`src/rtl/mux_pipe_arb_pkg.sv`:
```
// rtl/mux_pipe_arb_pkg.sv - shared NOC flit constants, arbiter state type and round-robin pick helper
package mux_pipe_arb_pkg;

    localparam int NOCDataH = 144;
    localparam int LAST_BIT = NOCDataH - 1;
    localparam int MAX_IN   = 8;

    typedef enum logic {
        IDLE   = 1'b0,
        LOCKED = 1'b1
    } arbState_t;

    // First requester at or after ptr, wrapping at numIn; one-hot, zero when nothing requests
    function automatic logic [MAX_IN-1:0] rr_pick(
        input logic [MAX_IN-1:0] req,
        input logic [2:0]        ptr,
        input int                numIn
    );
        logic [MAX_IN-1:0] gnt;
        logic              found;
        logic [2:0]        idx;
        gnt   = '0;
        found = 1'b0;
        for (int k = 0; k < MAX_IN; k++) begin
            idx = 3'((int'(ptr) + k) % numIn);
            if (k < numIn && !found && req[idx]) begin
                gnt[idx] = 1'b1;
                found    = 1'b1;
            end
        end
        return gnt;
    endfunction

endpackage

```
`src/rtl/mux_pipe_arb_if.sv`:
```
// rtl/mux_pipe_arb_if.sv - N upstream enq pipes plus one shared downstream enq pipe
interface mux_pipe_arb_if
    import mux_pipe_arb_pkg::*;
#(
    parameter int NUM_IN = 4,
    parameter int WIDTH  = NOCDataH
);
    logic [NUM_IN-1:0]       in_enq__ENA;
    logic [NUM_IN*WIDTH-1:0] in_enq_v;
    logic [NUM_IN-1:0]       in_enq__RDY;
    logic                    out_enq__ENA;
    logic [WIDTH-1:0]        out_enq_v;
    logic                    out_enq__RDY;

    // master: requesters and shared-pipe sink; slave: the arbiter itself
    modport master (
        output in_enq__ENA, in_enq_v, out_enq__RDY,
        input  in_enq__RDY, out_enq__ENA, out_enq_v
    );

    modport slave (
        input  in_enq__ENA, in_enq_v, out_enq__RDY,
        output in_enq__RDY, out_enq__ENA, out_enq_v
    );
endinterface

```
`src/rtl/mux_pipe_arb_rr_arbiter.sv`:
```
// rtl/mux_pipe_arb_rr_arbiter.sv - combinational request/pointer to one-hot round-robin grant
module rr_arbiter
    import mux_pipe_arb_pkg::*;
#(
    parameter int NUM_IN = 4
) (
    input  logic [NUM_IN-1:0]         req,
    input  logic [$clog2(NUM_IN)-1:0] ptr,
    output logic [NUM_IN-1:0]         grant
);
    logic [MAX_IN-1:0] pick;
    logic              unusedPickHi;

    assign pick         = rr_pick(MAX_IN'(req), 3'(ptr), NUM_IN);
    assign grant        = pick[NUM_IN-1:0];
    assign unusedPickHi = ^pick;
endmodule

```
`src/rtl/mux_pipe_arb.sv`:
```
// rtl/mux_pipe_arb.sv - packet-locking round-robin N:1 pipe merge, per-input packet counters under MUX_PIPE_ARB_STATS_EN
module mux_pipe_arb
    import mux_pipe_arb_pkg::*;
#(
    parameter int NUM_IN = 4,
    parameter int WIDTH  = NOCDataH
`ifdef MUX_PIPE_ARB_STATS_EN
    ,
    parameter int CNT_W  = 16
`endif
) (
    input  logic CLK,
    input  logic RST,
    mux_pipe_arb_if.slave bus
`ifdef MUX_PIPE_ARB_STATS_EN
    ,
    input  logic                    stat_clr,
    output logic [NUM_IN*CNT_W-1:0] stat_pkt_cnt
`endif
);
    localparam int PTR_W = $clog2(NUM_IN);

    arbState_t         state, stateNext;
    logic [PTR_W-1:0]  ptr, ptrNext, grantIdx;
    logic [NUM_IN-1:0] grant, grantNext, pick, rdy;
    logic              obufValid, xfer, xferLast, take;
    logic [WIDTH-1:0]  obuf, grantFlit;

    rr_arbiter #(.NUM_IN(NUM_IN)) uArb (
        .req   (bus.in_enq__ENA),
        .ptr   (ptr),
        .grant (pick)
    );

    // Index and flit of the input currently holding the lock
    always_comb begin
        grantIdx  = '0;
        grantFlit = '0;
        for (int i = 0; i < NUM_IN; i++) begin
            if (grant[i]) begin
                grantIdx  = PTR_W'(i);
                grantFlit = bus.in_enq_v[i*WIDTH +: WIDTH];
            end
        end
    end

    assign take     = obufValid && bus.out_enq__RDY;
    assign rdy      = (state == LOCKED) ? (grant & {NUM_IN{!obufValid || bus.out_enq__RDY}}) : '0;
    assign xfer     = |(bus.in_enq__ENA & rdy);
    assign xferLast = xfer && grantFlit[WIDTH-1];

    assign bus.in_enq__RDY  = rdy;
    assign bus.out_enq__ENA = take;
    assign bus.out_enq_v    = obufValid ? obuf : '0;

    // Arbitrate in IDLE; hold the lock until the granted input's last flit transfers
    always_comb begin
        stateNext = state;
        ptrNext   = ptr;
        grantNext = grant;
        case (state)
            IDLE: begin
                if (|bus.in_enq__ENA) begin
                    grantNext = pick;
                    stateNext = LOCKED;
                end
            end
            LOCKED: begin
                if (xferLast) begin
                    stateNext = IDLE;
                    ptrNext   = (grantIdx == PTR_W'(NUM_IN - 1)) ? '0 : grantIdx + 1'b1;
                    grantNext = '0;
                end
            end
        endcase
    end

    // Arbiter state, fairness pointer and held grant
    always_ff @(posedge CLK or posedge RST) begin
        if (RST) begin
            state <= IDLE;
            ptr   <= '0;
            grant <= '0;
        end else begin
            state <= stateNext;
            ptr   <= ptrNext;
            grant <= grantNext;
        end
    end

    // One-flit output buffer; a load in the same cycle as a take keeps it full
    always_ff @(posedge CLK or posedge RST) begin
        if (RST) begin
            obufValid <= 1'b0;
            obuf      <= '0;
        end else if (xfer) begin
            obufValid <= 1'b1;
            obuf      <= grantFlit;
        end else if (take) begin
            obufValid <= 1'b0;
        end
    end

`ifdef MUX_PIPE_ARB_STATS_EN
    logic [CNT_W-1:0] pktCnt [NUM_IN];

    // Saturating count of completed packets per input; clear wins over increment
    always_ff @(posedge CLK or posedge RST) begin
        if (RST) begin
            for (int i = 0; i < NUM_IN; i++) pktCnt[i] <= '0;
        end else if (stat_clr) begin
            for (int i = 0; i < NUM_IN; i++) pktCnt[i] <= '0;
        end else begin
            for (int i = 0; i < NUM_IN; i++) begin
                if (xferLast && grant[i] && pktCnt[i] != '1) pktCnt[i] <= pktCnt[i] + 1'b1;
            end
        end
    end

    // Flatten counters onto the status bus
    always_comb begin
        stat_pkt_cnt = '0;
        for (int i = 0; i < NUM_IN; i++) stat_pkt_cnt[i*CNT_W +: CNT_W] = pktCnt[i];
    end
`endif

endmodule

```
`src/flat_wrapper.sv`:
```
// flat-port wrapper written by rule: the top's interface ports become plain ports
module mux_pipe_arb_flat import mux_pipe_arb_pkg::*;
#(
    parameter int NUM_IN = 4,
    parameter int WIDTH  = NOCDataH

)
  (CLK, RST, bus_in_enq__ENA, bus_in_enq_v, bus_out_enq__RDY, bus_in_enq__RDY, bus_out_enq__ENA, bus_out_enq_v);
  mux_pipe_arb_if #(.NUM_IN(NUM_IN), .WIDTH(WIDTH)) bus_i ();
  input  logic CLK;
  input  logic RST;
  input wire logic [$bits(bus_i.in_enq__ENA)-1:0] bus_in_enq__ENA;
  input wire logic [$bits(bus_i.in_enq_v)-1:0] bus_in_enq_v;
  input wire logic [$bits(bus_i.out_enq__RDY)-1:0] bus_out_enq__RDY;
  output wire logic [$bits(bus_i.in_enq__RDY)-1:0] bus_in_enq__RDY;
  output wire logic [$bits(bus_i.out_enq__ENA)-1:0] bus_out_enq__ENA;
  output wire logic [$bits(bus_i.out_enq_v)-1:0] bus_out_enq_v;
  assign bus_i.in_enq__ENA = bus_in_enq__ENA;
  assign bus_i.in_enq_v = bus_in_enq_v;
  assign bus_i.out_enq__RDY = bus_out_enq__RDY;
  assign bus_in_enq__RDY = bus_i.in_enq__RDY;
  assign bus_out_enq__ENA = bus_i.out_enq__ENA;
  assign bus_out_enq_v = bus_i.out_enq_v;
  mux_pipe_arb #(.NUM_IN(NUM_IN), .WIDTH(WIDTH)) u_core (.CLK(CLK), .RST(RST), .bus(bus_i));
endmodule
```
`config.mk`:
```
export PLATFORM = sky130hd
export DESIGN_NAME = mux_pipe_arb_flat
export DESIGN_NICKNAME = d
export VERILOG_FILES = /design/src/rtl/mux_pipe_arb_pkg.sv /design/src/rtl/mux_pipe_arb_if.sv /design/src/rtl/mux_pipe_arb_rr_arbiter.sv /design/src/rtl/mux_pipe_arb.sv /design/src/flat_wrapper.sv
export SDC_FILE = /design/constraint.sdc
export NUM_CORES = 1
export LEC_CHECK = 0
export CORE_AREA = 2 2 284 286
export CTS_BUF_LIST = sky130_fd_sc_hd__clkbuf_16
export DETAILED_ROUTE_END_ITERATION = 12
export DIE_AREA = 0 0 286 288
export PLACE_DENSITY = 0.36
export SYNTH_ARGS = -nofsm -noshare
export SYNTH_HDL_FRONTEND = slang
export SYNTH_SLANG_ARGS = --single-unit
export TNS_END_PERCENT = 30
```
`constraint.sdc`:
```
create_clock -name CLK -period 5.74 [get_ports CLK]
set_clock_uncertainty 0.1 [all_clocks]
set_input_delay 1.148 -clock CLK [delete_from_list [all_inputs] [get_ports CLK]]
set_output_delay 1.148 -clock CLK [all_outputs]
set_load 0.02 [all_outputs]
```
## Word level (Yosys, flattened, before mapping)

Index checks and enable logic that the tools add are counted.

| storage, ports and cells | value |
|---|---|
| flip-flop bits (word level) | 152 |
| bits of input ports | 583 |
| output and inout port bits | 149 |
| word-level logic and storage cells | 92 |

| operators by class | value |
|---|---|
| $add $sub $neg | 4 |
| $lt $le $gt $ge | 8 |
| eq/ne operators | 3 |
| multiplexer cells | 41 |
| bitwise logic cells | 9 |
| reduce and logical (&&, ||, !) cells | 22 |

Operators with widths:

| cell | count |
|---|---|
| two-way mux 144 bit | 5 |
| two-way mux 4 bit | 7 |
| two-way mux 1 bit | 16 |
| less-than comparator 3 x 4 -> 1 bit (second input constant) | 3 |
| bitwise OR 4 bit | 3 |
| binary-select mux 1 bit (select 3 bit) | 3 |
| demux 1 bit (select 3 bit) | 3 |
| greater-or-equal comparator 3 x 1 -> 1 bit (second input constant) | 3 |
| logical AND 1 bit | 9 |
| bitwise AND 4 bit | 2 |
| one-hot mux 4 bit (2 select lines) | 1 |
| OR reduction 4 bit | 2 |
| two-way mux 2 bit | 3 |
| OR reduction 2 bit | 3 |
| adder 2 x 1 -> 2 bit (second input constant) | 2 |
| adder 2 bit (second input constant) | 2 |
| logical NOT 1 bit | 4 |
| less-than comparator 2 x 4 -> 1 bit (second input constant) | 1 |
| AND reduction 2 bit | 2 |
| bitwise AND 1 bit (first input constant) | 3 |
| binary-select mux 1 bit (select 2 bit) | 1 |
| demux 1 bit (select 2 bit) | 1 |
| == test 2 bit (second input constant) | 1 |
| greater-or-equal comparator 2 x 1 -> 1 bit (second input constant) | 1 |
| other kinds (6) | 6 |

## Depth between registers and ports, before layout

| depth | value |
|---|---|
| word-level depth | 15 |
| gate-level depth with buffers | 9 |

## Modules after synthesis

From an unflattened synthesis, not the netlist that was laid out.

| unflattened totals | value |
|---|---|
| cells, all modules | 1254 |
| area total of the unflattened synthesis | 10189.8 µm² |

By module, submodules not included:

| module | times used | cells an instance | area each (µm²) | seq. area each (µm²) |
|---|---|---|---|---|
| mux_pipe_arb | 1 | 1218 | 9851.9 | 3803.6 |
| rr_arbiter | 1 | 36 | 337.8 | 0.0 |

## Least setup slack after synthesis

No wires, ideal clock.

| timing | value |
|---|---|
| path kind | input-to-output |
| from | input bus_out_enq__RDY |
| to | output bus_in_enq__RDY[0] |
| arrival time | 1.627 ns |
| required time | 4.492 ns |
| path slack | 2.865 ns |
| stages on the path | 2 |
| path through | nand2b_1 > and3_1 |

| between the ends | value |
|---|---|
| longest elaborated chain between the ends | 3 |

RTL lines:

| item | RTL line | RTL |
|---|---|---|
| from (decl) | flat_wrapper.sv:14 | `input wire logic [$bits(bus_i.out_enq__RDY)-1:0] bus_out_enq__RDY;` |
| logical OR 1 bit | mux_pipe_arb.sv:48 | `assign rdy = (state == LOCKED) ? (grant & {NUM_IN{!obufValid \|\| bus.out_enq__RDY}}) : '0;` |
| bitwise AND 4 bit | mux_pipe_arb.sv:48 |  |
| two-way mux 4 bit | mux_pipe_arb.sv:48 |  |
| to (decl) | flat_wrapper.sv:15 | `output wire logic [$bits(bus_i.in_enq__RDY)-1:0] bus_in_enq__RDY;` |

No other way between the ends.

## Final worst setup path

| timing | value |
|---|---|
| from | register u_core.obufValid |
| to | output bus_out_enq_v[1] |

| between the ends | value |
|---|---|
| longest elaborated chain between the ends | 1 |

RTL lines:

| item | RTL line | RTL |
|---|---|---|
| from (decl) | mux_pipe_arb.sv:26 | `logic obufValid, xfer, xferLast, take;` |
| from (signal assigned) | mux_pipe_arb.sv:94 | `obufValid <= 1'b0;` |
| from (signal assigned) | mux_pipe_arb.sv:97 | `obufValid <= 1'b1;` |
| from (signal assigned) | mux_pipe_arb.sv:100 | `obufValid <= 1'b0;` |
| two-way mux 144 bit | mux_pipe_arb.sv:54 | `assign bus.out_enq_v = obufValid ? obuf : '0;` |
| to (decl) | flat_wrapper.sv:17 | `output wire logic [$bits(bus_i.out_enq_v)-1:0] bus_out_enq_v;` |

No other way between the ends.

==> flow_summary_export.csv <==
group,metric,value,unit
sta,rsz0062_at_grt,"no",
yosys,synth.largest_area_cell,"sky130_fd_sc_hd__dfrtp_1",
sta,timing.slew.headroom,29.6,%
yosys,yosys.cell_types.count,35,
setup_path,critPathCapture,"bus_out_enq_v[1]",
floorplan,ioPinCount,732,
setup_path,arrival_time_worst_endpoint,2.77,ns
floorplan,rows,104,
placed_design,detailedPlacementHpwl,48400,um
setup_path,worst-r2r-setup-slack,2.43,ns
clocking,post_cts.repair.setup_buffers,0,
yosys,synth.yosys.warnings,0,
power_and_ir_drop,power_frac_comb,17.0,%
power_and_ir_drop,power.ir.vdd_worst,0.221,mV
yosys,netlist_top_cells_area,"sky130_fd_sc_hd__dfrtp_1 37%, sky130_fd_sc_hd__a221oi_1 12%, sky130_fd_sc_hd__and2_1 8.8%",
clocking,cts_resized,0,
power_and_ir_drop,p_sw_share,23.9,%
routing,antenna_left,0,
yosys,synthesis.instances,1385,
power_and_ir_drop,clockPowerShare,42.6,%
setup_path,regToRegStartpoint,"u_core.grant[1]",
sta,min_period,4.02,ns
yosys,mapped_area,10400,um2
floorplan,die_width,286,um
grt,track_usage,14.9,%
clocking,cts_htree_levels,4,
floorplan,floorplan.initialDensity,13.0,%
power_and_ir_drop,power.total,2.65,mW
routing,detail_route.first_pass.iterations,4,
clocking,cts.path.max_buffers,2,
final_layout,area_growth_syn_to_layout,85.3,%
routing,num_vias,12702,
clocking,cts_hold_repair.buffers,0,
setup_path,crit_required,4.49,ns
placed_design,dpl-instance-area,18600,um2
yosys,synth_top_area_share,36.7,%
setup_path,reg2reg_depth,7,
routing,postRouteWirelength,64000,um
sta,final-max-slew-violation-count,0,
sta,clock.fmax,0.249,GHz
power_and_ir_drop,power.leakage,7.03,nW
power_and_ir_drop,power_per_cell_area,138,nW/um2
power_and_ir_drop,switchingPower,633,uW
sta,final_hold_fails,0,
yosys,mappedNetlistNets,1975,
setup_path,r2r-end,"u_core.obuf[46]",
clocking,cts-root-buf,"sky130_fd_sc_hd__clkbuf_16",
power_and_ir_drop,power_frac_seq,40.4,%
placed_design,portBuffers,731,
grt,grt_antenna_before_repair,9,
yosys,post_synth.cell_area_avg,7.48,um2
grt,grt_remaining_overflow,0,
job,max-cap-violations,0,
routing,drc,0,
yosys,synth_seq_area_share,36.7,%
clocking,clkTransAtPathRegs,0.07,ns
final_layout,drive_above_1_share,2.83,%
sta,setup_viol,0,
yosys,synth.ff_latch_count,152,
setup_path,element_type_at_the_critical_path_start,"flip-flop",
clocking,clock_insertion_delay_worst_skew,0.47,ns
setup_path,critical_path.max_fanout,93,
routing,drt_via_density,4.13,
setup_path,critical_path.endpoint_type,"output pin",
floorplan,die_height,288,um
routing,avgRoutedWirePerCell,20.8,um
yosys,number_of_flops_mapped_to_enable_cells_by_yosys,0,
final_layout,stdcell_area,19200,um2
sta,layout_worst_path_cycle_share,70.0,%
floorplan,core_area,79600,um2
placed_design,gp_congestion,0.891,
routing,drt-initial-drc-count,688,
setup_path,worst-setup-path-type,"flip-flop to output pin",
setup_path,critPathLaunch,"u_core.obufValid",
clocking,clock_tree_from_tritoncts,"done",
floorplan,die_area,82400,um2
run_status,status,"finished, final reports clean",
yosys,ys_async_sr_fraction,100,%
grt,grt_start_max_net_pins,151,
clocking,cts.sinks,152,
sta,worstMarginPinSlew,1.06,ns
grt,grt_pass1_wl,90500,um
power_and_ir_drop,int_pwr,2.01,mW
sta,fin_tns_setup,0,ns
worst_hold_path,holdCritPathClass,"flip-flop to flip-flop",
grt,number_of_global_route_vias_before_repair,13131,
yosys,synth_flop_cell,"sky130_fd_sc_hd__dfrtp_1",
final_layout,num-nets-final,2588,
sta,timing.hold.ws,0.371,ns
clocking,cts_made_buffers,17,
## worst max-delay path, stage by stage, from the launching register on
cell and delay, ns:
sky130_fd_sc_hd__dfrtp_4 0.99, sky130_fd_sc_hd__buf_12 0.32, sky130_fd_sc_hd__and2_1 0.18, sky130_fd_sc_hd__clkdlybuf4s50_1 0.62
## metal layers
metal	routed length [um]	vias up	global-route usage [%]	part of all wire [%]
met5	21	-	0	0.033
li1	-	6218	-	-
met1	25700	6043	17.6	40
met4	1130	4	4.33	1.8
met2	33500	390	26.8	52
met3	3560	47	3.58	5.6
## worst min-delay path by stage
stage / start / to / slack, ns / cells after the start
3_5_place_dp: u_core.obuf[115] / u_core.obuf[115] / 0.36 / 2
2_1_floorplan: u_core.obuf[143] / u_core.obuf[143] / 0.34 / 2
3_3_place_gp: u_core.obuf[33] / u_core.obuf[33] / 0.36 / 2
5_1_grt: u_core.obuf[3] / u_core.obuf[3] / 0.40 / 2
4_1_cts: u_core.obuf[82] / u_core.obuf[82] / 0.38 / 2
6_report: u_core.obuf[104] / u_core.obuf[104] / 0.37 / 2
## synth_stat cells (2+ instances only)
master / n
sky130_fd_sc_hd__a221o_1: 4
sky130_fd_sc_hd__a31oi_1: 4
sky130_fd_sc_hd__nor3_1: 147
sky130_fd_sc_hd__buf_1: 5
sky130_fd_sc_hd__ha_1: 7
sky130_fd_sc_hd__mux2_2: 3
sky130_fd_sc_hd__mux2i_1: 2
sky130_fd_sc_hd__clkbuf_1: 117
sky130_fd_sc_hd__a221oi_1: 143
sky130_fd_sc_hd__inv_1: 5
sky130_fd_sc_hd__nand2_1: 151
sky130_fd_sc_hd__and2_1: 145
sky130_fd_sc_hd__buf_2: 26
sky130_fd_sc_hd__nor3b_1: 3
sky130_fd_sc_hd__or4_1: 2
sky130_fd_sc_hd__o21ai_0: 152
sky130_fd_sc_hd__nor2_1: 145
sky130_fd_sc_hd__o211a_1: 2
sky130_fd_sc_hd__a22o_2: 2
sky130_fd_sc_hd__and3_1: 4
sky130_fd_sc_hd__dfrtp_1: 152
sky130_fd_sc_hd__and3b_1: 4
sky130_fd_sc_hd__a21oi_1: 147
sky130_fd_sc_hd__nor2b_1: 2
## registers in the layout, indices dropped and copies added, names as in the netlist
signal,count
u_core.grant,4
u_core.obuf,144
u_core.obufValid,1
u_core.ptr,2
u_core.state,1
## logic make-up (layout without fill, tap and decap cells)
family	after synthesis	count (layout)	share of synthesized area (%)
adders and majority gates	7	7	0.845
DFF	152	152	36.7
AOI/OAI and AO/OA	458	458	28.0
other	0	6	0
and+or+nand+nor	607	607	27.9
buffers and inverters	155	781	5.97
muxes	6	6	0.628
## power groups by stage
stage	combinational (mW)	sequential, mW	clock [mW]
floorplan	0.0239	1.09	0
global placement	0.449	1.09	0
detailed placement	0.449	1.09	0
CTS	0.453	1.07	1.19
global route	0.477	1.07	1.24
finish	0.450	1.07	1.13
## area by class of cell
class | count | area [um2]
clock buffer | 17 | 425
clock inverter | 15 | 129
inverter | 5 | 28.8
tap | 1060 | 1330
sequential | 152 | 3820
timing repair buffer | 744 | 7510
multi-input combinational | 1078 | 5950
fill | 8757 | 60400
antenna | 6 | 15.0
## layout by cell type, fill, tap and decap left out, types with 2 or more instances in the layout
cell,Yosys,routed
sky130_fd_sc_hd__o21ai_0,152,152
sky130_fd_sc_hd__and3_1,4,4
sky130_fd_sc_hd__a221oi_1,143,143
sky130_fd_sc_hd__a22o_2,2,2
sky130_fd_sc_hd__clkinv_1,0,2
sky130_fd_sc_hd__mux2_2,3,3
sky130_fd_sc_hd__clkinvlp_4,0,4
sky130_fd_sc_hd__a31oi_1,4,4
sky130_fd_sc_hd__dfrtp_1,152,148
sky130_fd_sc_hd__clkinv_4,0,3
sky130_fd_sc_hd__o211a_1,2,2
sky130_fd_sc_hd__dfrtp_4,0,4
sky130_fd_sc_hd__mux2i_1,2,2
sky130_fd_sc_hd__nor3b_1,3,3
sky130_fd_sc_hd__and2_1,145,145
sky130_fd_sc_hd__buf_12,0,8
sky130_fd_sc_hd__buf_4,1,5
sky130_fd_sc_hd__nor2_1,145,145
sky130_fd_sc_hd__or4_1,2,2
sky130_fd_sc_hd__a21oi_1,147,147
sky130_fd_sc_hd__nand2_1,151,151
sky130_fd_sc_hd__clkdlybuf4s50_1,0,731
sky130_fd_sc_hd__ha_1,7,7
sky130_fd_sc_hd__diode_2,0,6
sky130_fd_sc_hd__clkbuf_16,0,17
sky130_fd_sc_hd__inv_6,0,5
sky130_fd_sc_hd__nor3_1,147,147
sky130_fd_sc_hd__inv_1,5,4
sky130_fd_sc_hd__a221o_1,4,4
sky130_fd_sc_hd__and3b_1,4,4
## per-stage QoR
| step | setup WS, ns | instances | utilization (%) |
|---|---|---|---|
| finish | 1.72 | 3077 | 24.1 |
| global route | 1.45 | 3077 | 24.1 |
| CTS | 1.47 | 3071 | 24.1 |
| detailed placement | 1.72 | 3039 | 23.4 |
| global placement | 1.71 | 3039 | 23.4 |
| floorplan | 0.399 | 1385 | - |
(Power assumes the default switching activity.)
